## src/rtl/nibble_serial_adder_ctrl_pkg.sv

```systemverilog
// Shared types and size helpers for the nibble-serial adder.
// States and pass-count derivation live here so every user agrees.
package nibble_serial_adder_ctrl_pkg;

  typedef enum logic [1:0] {
    ST_IDLE = 2'd0,
    ST_EXEC = 2'd1,
    ST_DONE = 2'd2
  } state_t;

  function automatic int nib_count(input int width);
    return width / 4;
  endfunction

  function automatic int cnt_bits(input int nib);
    return (nib > 1) ? $clog2(nib) : 1;
  endfunction

endpackage

```

## src/rtl/nibble_serial_adder_ctrl_cla4_slice.sv

```systemverilog
// Combinational 4-bit carry-lookahead slice.
// Exposes the carry into bit 3 for signed-overflow detection.
module cla4_slice (
  input  logic [3:0] a,
  input  logic [3:0] b,
  input  logic       ci,
  output logic [3:0] sum,
  output logic       c3,
  output logic       co
);

  logic [3:0] g;
  logic [3:0] p;
  logic       c1;
  logic       c2;

  assign g = a & b;
  assign p = a ^ b;

  assign c1 = g[0] | (p[0] & ci);
  assign c2 = g[1] | (p[1] & g[0])
            | (p[1] & p[0] & ci);
  assign c3 = g[2] | (p[2] & g[1])
            | (p[2] & p[1] & g[0])
            | (p[2] & p[1] & p[0] & ci);
  assign co = g[3] | (p[3] & g[2])
            | (p[3] & p[2] & g[1])
            | (p[3] & p[2] & p[1] & g[0])
            | (p[3] & p[2] & p[1] & p[0] & ci);

  assign sum = p ^ {c3, c2, c1, ci};

endmodule

```

## src/rtl/nibble_serial_adder_ctrl.sv

```systemverilog
// WIDTH-bit add/sub sequencer reusing one 4-bit CLA slice,
// least-significant nibble first.
module nibble_serial_adder_ctrl
  import nibble_serial_adder_ctrl_pkg::*;
#(
  parameter int WIDTH = 32
) (
  input  logic             clk,
  input  logic             reset,
  input  logic             start,
  input  logic             op_sub,
  input  logic [WIDTH-1:0] a,
  input  logic [WIDTH-1:0] b,
  output logic             busy,
  output logic             done,
  output logic [WIDTH-1:0] result,
  output logic             co,
  output logic             ovf
);

  localparam int NIB = nib_count(WIDTH);
  localparam int CW  = cnt_bits(NIB);

  if ((WIDTH % 4) != 0 || WIDTH < 8) begin : g_bad_width
    $error("WIDTH must be a multiple of 4 and >= 8");
  end

  state_t           state;
  logic [WIDTH-1:0] opa;
  logic [WIDTH-1:0] opb;
  logic [WIDTH-1:0] acc;
  logic [WIDTH-1:0] acc_next;
  logic             carry;
  logic [CW-1:0]    cnt;

  logic [3:0] s_sum;
  logic       s_c3;
  logic       s_co;

  cla4_slice u_slice (
    .a   (opa[3:0]),
    .b   (opb[3:0]),
    .ci  (carry),
    .sum (s_sum),
    .c3  (s_c3),
    .co  (s_co)
  );

  assign acc_next = {s_sum, acc[WIDTH-1:4]};

  always_ff @(posedge clk or posedge reset) begin
    if (reset) begin
      state  <= ST_IDLE;
      busy   <= 1'b0;
      done   <= 1'b0;
      result <= '0;
      co     <= 1'b0;
      ovf    <= 1'b0;
      acc    <= '0;
      opa    <= '0;
      opb    <= '0;
      carry  <= 1'b0;
      cnt    <= '0;
    end else begin
      unique case (state)
        ST_IDLE: begin
          if (start) begin
            opa   <= a;
            opb   <= op_sub ? ~b : b;
            carry <= op_sub;
            cnt   <= '0;
            busy  <= 1'b1;
            state <= ST_EXEC;
          end
        end
        ST_EXEC: begin
          acc   <= acc_next;
          opa   <= opa >> 4;
          opb   <= opb >> 4;
          carry <= s_co;
          cnt   <= cnt + CW'(1);
          // Final pass: publish outputs so they are valid alongside done.
          if (cnt == CW'(NIB - 1)) begin
            result <= acc_next;
            co     <= s_co;
            ovf    <= s_co ^ s_c3;
            done   <= 1'b1;
            state  <= ST_DONE;
          end
        end
        ST_DONE: begin
          done  <= 1'b0;
          busy  <= 1'b0;
          state <= ST_IDLE;
        end
        default: begin
          done  <= 1'b0;
          busy  <= 1'b0;
          state <= ST_IDLE;
        end
      endcase
    end
  end

endmodule

```

## config.mk

```make
export PLATFORM = sky130hd
export DESIGN_NAME = nibble_serial_adder_ctrl
export DESIGN_NICKNAME = d
export VERILOG_FILES = /design/src/rtl/nibble_serial_adder_ctrl_pkg.sv /design/src/rtl/nibble_serial_adder_ctrl_cla4_slice.sv /design/src/rtl/nibble_serial_adder_ctrl.sv
export SDC_FILE = /design/constraint.sdc
export NUM_CORES = 1
export LEC_CHECK = 0
export ABC_AREA = 0
export BUFFER_PORTS_ARGS = -buffer_cell sky130_fd_sc_hd__buf_2
export CAP_MARGIN = 20
export CORE_MARGIN = 1.5
export CORE_UTILIZATION = 29
export DETAILED_ROUTE_END_ITERATION = 8
export SLEW_MARGIN = 20
export SYNTH_ARGS = -nofsm -noshare
export SYNTH_HDL_FRONTEND = slang
export SYNTH_HIERARCHICAL = 1
export SYNTH_SLANG_ARGS = --single-unit
export TNS_END_PERCENT = 50
```

## constraint.sdc

```tcl
create_clock -name clk -period 3.9 [get_ports clk]
set_clock_uncertainty 0.2 [all_clocks]
set_input_delay 0.39 -clock clk [delete_from_list [all_inputs] [get_ports clk]]
set_output_delay 0.39 -clock clk [all_outputs]
set_load 0.01 [all_outputs]
```

Yosys cells after proc, flatten, opt, wreduce, memory -nomap -nowiden
Cells that the tools add are included.
- $add $sub $neg: 1
- eq/ne operators: 4
- muxes and demuxes: 16
- bitwise operators: 33
- reductions and logical operators: 7
- operator list (operator ; number):
    one-hot mux 32 bit (2 select lines) ; 2
    2-to-1 mux 32 bit ; 3
    NOT 32 bit ; 1
    AND 1 bit ; 16
    bitwise OR 1 bit ; 10
    AND reduction 2 bit ; 5
    XOR 4 bit ; 2
    one-hot mux 1 bit (2 select lines) ; 3
    one-hot mux 3 bit (2 select lines) ; 1
    AND 4 bit ; 1
    2-to-1 mux 2 bit ; 2
    inequality test 2 bit, second input constant ; 2
    one-hot mux 2 bit (2 select lines) ; 1
    adder 3 x 1 -> 3 bit, second input constant ; 1
    == test 3 bit, second input constant ; 1
    2-to-1 mux 1 bit ; 3
    2-to-1 mux 3 bit ; 1
    == test 2 x 1 -> 1 bit, second input constant ; 1
    zero test 2 bit ; 1
    NOT 1 bit ; 2
    nonzero test 2 bit ; 1
    XOR 1 bit ; 1
- register bits: 138
- input port bits: 68
- output and inout bits: 36
- logic and storage cells: 72

Longest topological paths before layout
Gate-level depths: netlist of run 1.
- depth in word-level cells: 7
- depth in mapped cells: 7

Modules after synthesis
Netlist of run 1, hierarchy kept.
- modules (own cells, without submodules) (module ; times used ; cells each ; area an instance (sq um) ; seq. area each (sq um)):
    nibble_serial_adder_ctrl ; 1 ; 479 ; 6097.1 ; 3353.2
    cla4_slice ; 1 ; 18 ; 155.1 ; 0.0

Worst setup path before layout of run 1
Ideal clock, no wire load.
- path type: reg-to-reg
- start point: reg opa[0]
- end point: reg co
- setup time: 0.125 ns
- arrival time: 1.520 ns
- required time: 3.575 ns
- path slack: 2.055 ns
- stages on the path, launching flop included: 6
- path buffers: 0
- cell sequence: dfrtp_1 -> ha_1 -> a211oi_2 -> o21bai_2 -> a21o_1 -> mux2_4
- cells in the longest elaborated chain, start to end: 4
- RTL lines (what ; line ; text):
    start: declaration ; nibble_serial_adder_ctrl.sv:29 ; logic [WIDTH-1:0] opa;
    start signal: assignment ; nibble_serial_adder_ctrl.sv:78 ; opa <= opa >> 4;
    AND 4 bit / XOR 4 bit (equally long branches) ; nibble_serial_adder_ctrl_cla4_slice.sv:17, nibble_serial_adder_ctrl_cla4_slice.sv:18 ;
    AND 1 bit (on tied branches) ; nibble_serial_adder_ctrl_cla4_slice.sv:28, nibble_serial_adder_ctrl_cla4_slice.sv:29 ;
    bitwise OR 1 bit / AND 1 bit (equally long branches) ; nibble_serial_adder_ctrl_cla4_slice.sv:28, nibble_serial_adder_ctrl_cla4_slice.sv:29 ;
    bitwise OR 1 bit (*) ; nibble_serial_adder_ctrl_cla4_slice.sv:29 ; | (p[3] & p[2] & p[1] & p[0] & ci);
    net s_co ; nibble_serial_adder_ctrl.sv:38 ; logic s_co;
    end signal: assignment ; nibble_serial_adder_ctrl.sv:85 ; co <= s_co;
    end: declaration ; nibble_serial_adder_ctrl.sv:17 ; output logic co,
Mark *: on every way through the listed nets, which the timed path passes. The rest lies on a longest branch.
A chain may end at the register's enable or synchronous reset.

Final worst setup path of run 1
- start point: reg state[0]
- end point: reg result[6]
- cells in the longest elaborated chain, start to end: 2
- RTL lines (what ; line ; text):
    start: declaration ; nibble_serial_adder_ctrl.sv:28 ; state_t state;
    start signal: assignment ; nibble_serial_adder_ctrl.sv:53 ; state <= ST_IDLE;
    start signal: assignment ; nibble_serial_adder_ctrl.sv:73 ; state <= ST_EXEC;
    start signal: assignment ; nibble_serial_adder_ctrl.sv:88 ; state <= ST_DONE;
    == test 2 x 1 -> 1 bit ; nibble_serial_adder_ctrl.sv:65 ; unique case (state)
    AND reduction 2 bit (no line) ; - ;
    end signal: assignment ; nibble_serial_adder_ctrl.sv:84 ; result <= acc_next;
    end: declaration ; nibble_serial_adder_ctrl.sv:16 ; output logic [WIDTH-1:0] result,
Every way passes these cells.

==> results of run 1 <==
[metal layers]
layer	GRT usage [%]	up-vias	part of all wire, %
met5	0	-	0.053
met4	3.14	2	0.77
met3	4.02	12	4.4
met2	19.8	86	48
met1	16.1	2006	47
li1	-	1961	-
[final cells by class]
type | count | area [um2]
Fill cell | 2107 | 13500
Antenna cell | 1 | 2.50
Clock buffer | 17 | 425
Inverter | 8 | 33.8
Clock inverter | 15 | 154
Sequential cell | 134 | 3360
Multi-Input combinational cell | 313 | 2630
Timing Repair Buffer | 114 | 628
Tap cell | 275 | 344
[sequential cells by signal, indices dropped and copies added (netlist names), 2 cells and up]
signal	count
result	32
opa	32
state	2
opb	32
acc	28
cnt	3
[how the worst max path moves through the flow]
| stage | startpoint | end | slack (ns) | depth (start not counted) |
|---|---|---|---|---|
| floorplan | reset | acc[10]$_DFFE_PP0N_ | 1.64 | 1 |
| global placement | state[0]$_DFFE_PP0P_ | result[3]$_DFFE_PP0P_ | 1.47 | 4 |
| detailed placement | state[0]$_DFFE_PP0P_ | result[6]$_DFFE_PP0P_ | 1.45 | 4 |
| CTS | state[0]$_DFFE_PP0P_ | result[6]$_DFFE_PP0P_ | 1.44 | 4 |
| global route | state[0]$_DFFE_PP0P_ | result[6]$_DFFE_PP0P_ | 1.31 | 4 |
| finish | state[0]$_DFFE_PP0P_ | result[6]$_DFFE_PP0P_ | 1.46 | 4 |
[Yosys cell counts]
cell	count
a211oi_2	1
a21o_1	1
a21oi_1	31
a221o_1	27
a222oi_1	1
a22o_1	6
a22oi_1	3
and3b_1	53
buf_2	15
buf_4	8
buf_6	7
clkbuf_1	12
dfrtp_1	134
fa_1	1
ha_1	6
inv_1	8
mux2_2	36
mux2_4	26
nand2_1	34
nand3b_1	1
nor2_1	4
nor2b_1	7
nor3b_2	1
o21ai_0	36
o21bai_2	2
xnor2_1	2
xor2_1	34
[logic make-up (layout without fill, tap and decap cells)]
logic type	after synthesis	count (layout)	share of synthesized area [%]
adder cells (fa/ha/maj)	7	7	1.52
XOR/XNOR	36	36	5.04
other	0	1	0
multiplexers	62	62	12.7
buffers and inverters	50	154	4.62
flip-flops	134	134	53.6
AO/OA/AOI/OAI	108	108	11.7
AND/OR/NAND/NOR	100	100	10.7
[power groups by stage]
stage | registers, mW | logic [mW] | clock network [mW]
finish | 2.36 | 1.80 | 1.57
global route | 2.45 | 2.01 | 1.68
CTS | 2.37 | 1.84 | 1.62
detailed placement | 2.39 | 1.84 | 0
global placement | 2.37 | 1.79 | 0
floorplan | 2.31 | 1.40 | 0
[through the flow]
stage | util (%) | instances | total power, mW | area, um2
after floorplan | - | 497 | 3.71 | 6260
after global placement | 33.0 | 841 | 4.16 | 6950
after detailed placement | 33.1 | 842 | 4.23 | 6970
after CTS | 35.9 | 876 | 5.82 | 7570
after global routing | 35.9 | 876 | 6.14 | 7570
final | 35.9 | 877 | 5.73 | 7570
[worst register-to-register path: cells and delay by family (launching register included)]
kind          cells  cell delay (ns)
simple gates      1             0.16
mux               1             0.39
buf+inv           2             0.93
flops             1             0.66
[layout by cell type, fill, tap and decap left out, types with 7 or more instances in the layout]
cell	instances
inv_1	7
dfrtp_1	132
buf_2	103
mux2_4	26
a221o_1	27
xor2_1	34
inv_6	8
o21ai_0	36
buf_4	7
and3b_1	53
clkbuf_16	17
mux2_2	36
a21oi_1	31
nand2_1	34
[what timing repair did]
| item | in CTS | in global routing |
|---|---|---|
| endpoints found under the hold margin | 22 | 0 |
| setup endpoints to repair | 0 | 0 |
| hold buffers | 2 | 0 |
==> impl_metrics.toml, run 1 <==
[timing]
min_period_over_period_pct = 62.7
relSlewSlack_pct = 36.3
finalHoldViolCount = 0
fin_crit_ns = 2.44
setup_ws_ns = 1.46
final-setup-viol-count = 0
hold_slack_ns = 0.0677
rsz0062_at_grt = "false"
fmax_mhz = 409
final.setup.tns_ns = 0
slew_violations = 0
worst_pin_slew_ns = 0.954

[power_and_ir_drop]
p_int_mw = 3.86
switchingPower_mw = 1.87
leakagePower_nw = 3.82
pwr_density_cell_nw_per_um2 = 756
pwr-share-comb_pct = 31.5
seqPwrFrac_pct = 41.2
swShare_pct = 32.6
pwr-share-clk_pct = 27.4
peakVddDrop_uv = 331

[route]
drc = 0
postRouteAntennaNets = 0
avgViaCountPerCell = 4.64
drt_iter0_markers = 142
first_pass_iters = 4
vias = 4067
post_drt_wl_per_cell_um = 15.0
drt_wl_total_um = 13200

[global_routing]
grt_max_degree = 67
antenna_found_initial = 2
gr-total-overflow = 0
grt_pass1_wl_um = 21700
grt_pass1_vias = 4131
grt_usage_pct = 12.4

[min_path]
min_path_cells = 3
hp-start = "a[30]"
min-delay-path-class = "in2reg"
min_to = "opa[30]$_DFFE_PP0P_"

[worst_setup_path]
reg2regPathDepth = 4
reg2reg_from = "state[0]$_DFFE_PP0P_"
max_stage_delay_ns = 0.66
cpLargestDelayFamily = "buffers and inverters"
r2r-end = "result[6]$_DFFE_PP0P_"
critical-path-slowest-cell = "dfrtp_2"
path_cells = "buf_4 -> nand3b_1 -> buf_4 -> mux2_4"
path_class = "reg2reg"
critPathMaxFanout = 66
reg2reg_setup_slack_ns = 1.46
cp.required_ns = 3.99
cp_num_buf_inv = 2
critPathMostFrequentCell = "buf_4"
crit_arrival_ns = 2.54
crit_path_start_kind = "flip-flop"
endpoint_kind = "flip-flop"

[clock_tree]
cts_buffer_depth = 2
cts_tree = "done"
clock-sinks = 134
insertion_delay_ns = 0.41
h-tree-depth = 4
clk_pin_slew_ns = 0.06
numCtsBuffers = 17
cts_root_buffer = "clkbuf_16"
cts_setup_buffers = 0
post_cts_resized = 0

[floorplanning]
design.core.area_um2 = 21100
dieArea_um2 = 22400
start_util_pct = 29.6
ioPinCount = 104
die_x_um = 150
rows = 53
die_y_um = 150

[synth]
yosysSeqAreaShare_pct = 53.6
syn_inst = 497
yosysWarnings = 6
yosysTopAreaCell = "dfrtp_1"
avgSynthCellArea_um2 = 12.6
ys_seq_elements = 134
synth_area_um2 = 6250
synth_top_cell_area_share_pct = 53.6
yosysUniqueCellTypes = 27
synth_nets = 572
synth_area_leaders = "dfrtp_1 (54%), and3b_1 (7.4%), mux2_2 (6.5%)"

[layout]
nets = 663
syn_to_final_growth_pct = 21.2
drive_above_1_share_pct = 35.6

[placed_design]
gp_congestion = 0.689
dpl.hpwl_um = 8680
place_ws_ns = 1.45
io_buffers = 103

[flow_run]
max_cap_viol_count = 0

[run_status]
outcome = "completed"
(Power assumes the default switching activity.)
==> run 2: changes to the inputs <==
==> constraint.sdc (replaced) <==
create_clock -name clk -period 2.5 [get_ports clk]
set_clock_uncertainty 0.2 [all_clocks]
set_input_delay 0.25 -clock clk [delete_from_list [all_inputs] [get_ports clk]]
set_output_delay 0.25 -clock clk [all_outputs]
set_load 0.01 [all_outputs]
==> run 2 against run 1 <==
  * Total power increased by 64%
  * Flip-flop and latch count stayed put
  * Final area increased by 3.8%
  * Count of clock-buffer cells in the layout up 5
  * Clock power is 74% higher
  * Sequential power rose by 53%
  * Register-to-register slack lost 0.91 ns
  * Critical path depth increased by 1
  * Global-route usage increased by 0.60 points
  * Hold slack worse by 0.043 ns
  * Non-clock buffer count rose by 15
  * Setup slack got worse by 0.91 ns
  * Critical path type unchanged
  * Largest power group unchanged
==> impl_metrics.toml, run 2 (synthesized netlist as in run 1, its figures left out) <==
[worst_setup_path]
max_stage_delay_ns = 0.39
path_cells = "ha_1 -> a211oi_2 -> o21bai_2 -> a21o_1 -> mux2_4"
crit_path_start_kind = "flip-flop"
cp.required_ns = 2.59
crit_arrival_ns = 2.05
critPathMaxFanout = 3
endpoint_kind = "flip-flop"
path_class = "reg2reg"
critical-path-slowest-cell = "dfrtp_1"

[layout]
syn_to_final_growth_pct = 25.8
fin_util_pct = 37.3
mostFrequentLayoutCells = "dfrtp_1 (132), buf_2 (103), and3b_1 (53)"
reg_top3 = "opa (32), opb (32), result (32)"
final_common_cell = "dfrtp_1"
drive_above_1_share_pct = 35.3
antennaDiodeCount = 0
seqCellArea_um2 = 3360
nets = 678
multiInputGateArea_um2 = 2630
nFillCells = 2092

[timing]
slew_violations = 0
final.setup.tns_ns = 0
relSlewSlack_pct = 51.1
fin_crit_ns = 1.95
finalHoldViolCount = 0
min_period_over_period_pct = 78.1
final-setup-viol-count = 0
rsz0062_at_grt = "false"
worst_pin_slew_ns = 0.732
fmax_mhz = 512

[route]
drt_iter0_markers = 194
vias = 4115
wl_met3_um = 642
first_pass_iters = 4
highest_layer = "met5"
wl_met1_um = 6170
drt_wl_total_um = 13400
postRouteAntennaNets = 0
drc = 0
wl_met2_um = 6380
post_drt_wl_per_cell_um = 15.1
avgViaCountPerCell = 4.62

[floorplanning]
start_util_pct = 29.6
die_x_um = 150
die_y_um = 150
ioPinCount = 104
design.core.area_um2 = 21100
dieArea_um2 = 22400
rows = 53

[placed_design]
dpl.hpwl_um = 8950
io_buffers = 103
gp_congestion = 0.693

[clock_tree]
cts_buffer_depth = 2
clk_pin_slew_ns = 0.06
insertion_delay_ns = 0.41
clock-sinks = 134
cts_root_buffer = "clkbuf_16"
cts_tree = "done"
h-tree-depth = 4
numCtsBuffers = 17

[power_and_ir_drop]
switchingPower_mw = 2.81
p_int_mw = 6.56
leakagePower_nw = 3.95
swShare_pct = 30.0
pwr_density_cell_nw_per_um2 = 1190
total_power_mw = 9.37
seqPwrFrac_pct = 38.6
pwr-share-comb_pct = 32.2
peakVddDrop_uv = 596
pwr-share-clk_pct = 29.2

[global_routing]
gr-total-overflow = 0
grt_usage_pct = 13.0
antenna_found_initial = 1
grt_pass1_wl_um = 22500
grt_max_degree = 66
grt_pass1_vias = 4361

[flow_run]
max_cap_viol_count = 0

[min_path]
min-delay-path-class = "in2reg"

[run_status]
outcome = "completed"
[run 2: path summary, 6_finish.rpt]
path,startpoint,endpoint,slack [ns],cells after the start
hold reg to reg,opa[5]$_DFFE_PP0P_,opa[5]$_DFFE_PP0P_,0.28,2
setup reg to reg,opa[0]$_DFFE_PP0P_,co$_DFFE_PP0P_,0.55,5
min in group asynchronous,reset,opb[9]$_DFFE_PP0P_,0.31,3
max in group asynchronous,reset,acc[19]$_DFFE_PP0N_,1.16,4
setup / recovery,opa[0]$_DFFE_PP0P_,co$_DFFE_PP0P_,0.55,5
hold / removal,b[25],opb[25]$_DFFE_PP0P_,0.02,3
[run 2: cell type report]
cell class	instances	share of cell area (%)
multi-input combinational	313	33.5
clock inverter	9	2.20
tap	275	4.38
timing repair buffer	129	10.8
clock buffer	22	6.03
sequential	134	42.7
inverter	8	0.430
[run 2: timing repair]
action                    4_1_cts  5_1_grt
hold endpoints to repair       33        0
hold buffers                   11        0
buffers inserted                0        0
resized for setup               0        0
[run 2: power groups by stage]
stage | sequential, mW | combinational [mW] | clock (mW)
after floorplan | 3.61 | 2.18 | 0
after global placement | 3.64 | 2.99 | 0
after detailed placement | 3.67 | 3.05 | 0
after CTS | 3.63 | 3.08 | 2.80
after global routing | 3.75 | 3.35 | 2.92
final | 3.62 | 3.02 | 2.73
[run 2: critical path: cells and delay by family, from the launching register on]
family | cells | cell delay [ns]
flip-flops | 1 | 0.39
AO/OA/AOI/OAI | 3 | 0.65
adder cells (fa/ha/maj) | 1 | 0.32
multiplexers | 1 | 0.27
[run 2: metrics by stage]
stage | instance area, um2 | hold WS [ns] | instances | setup slack, ns
floorplan | 6260 | 0.183 | 497 | 0.385
global placement | 7110 | 0.215 | 848 | 0.600
detailed placement | 7110 | 0.215 | 848 | 0.578
CTS | 7860 | 0.00583 | 890 | 0.558
global route | 7860 | 0.0152 | 890 | 0.428
finish | 7860 | 0.0245 | 890 | 0.547
[run 2: layer usage]
layer,global-route usage [%],up-vias
li1,-,1982
met1,16.6,2014
met2,20.3,97
met3,4.39,20
met4,4.85,2
met5,0,-
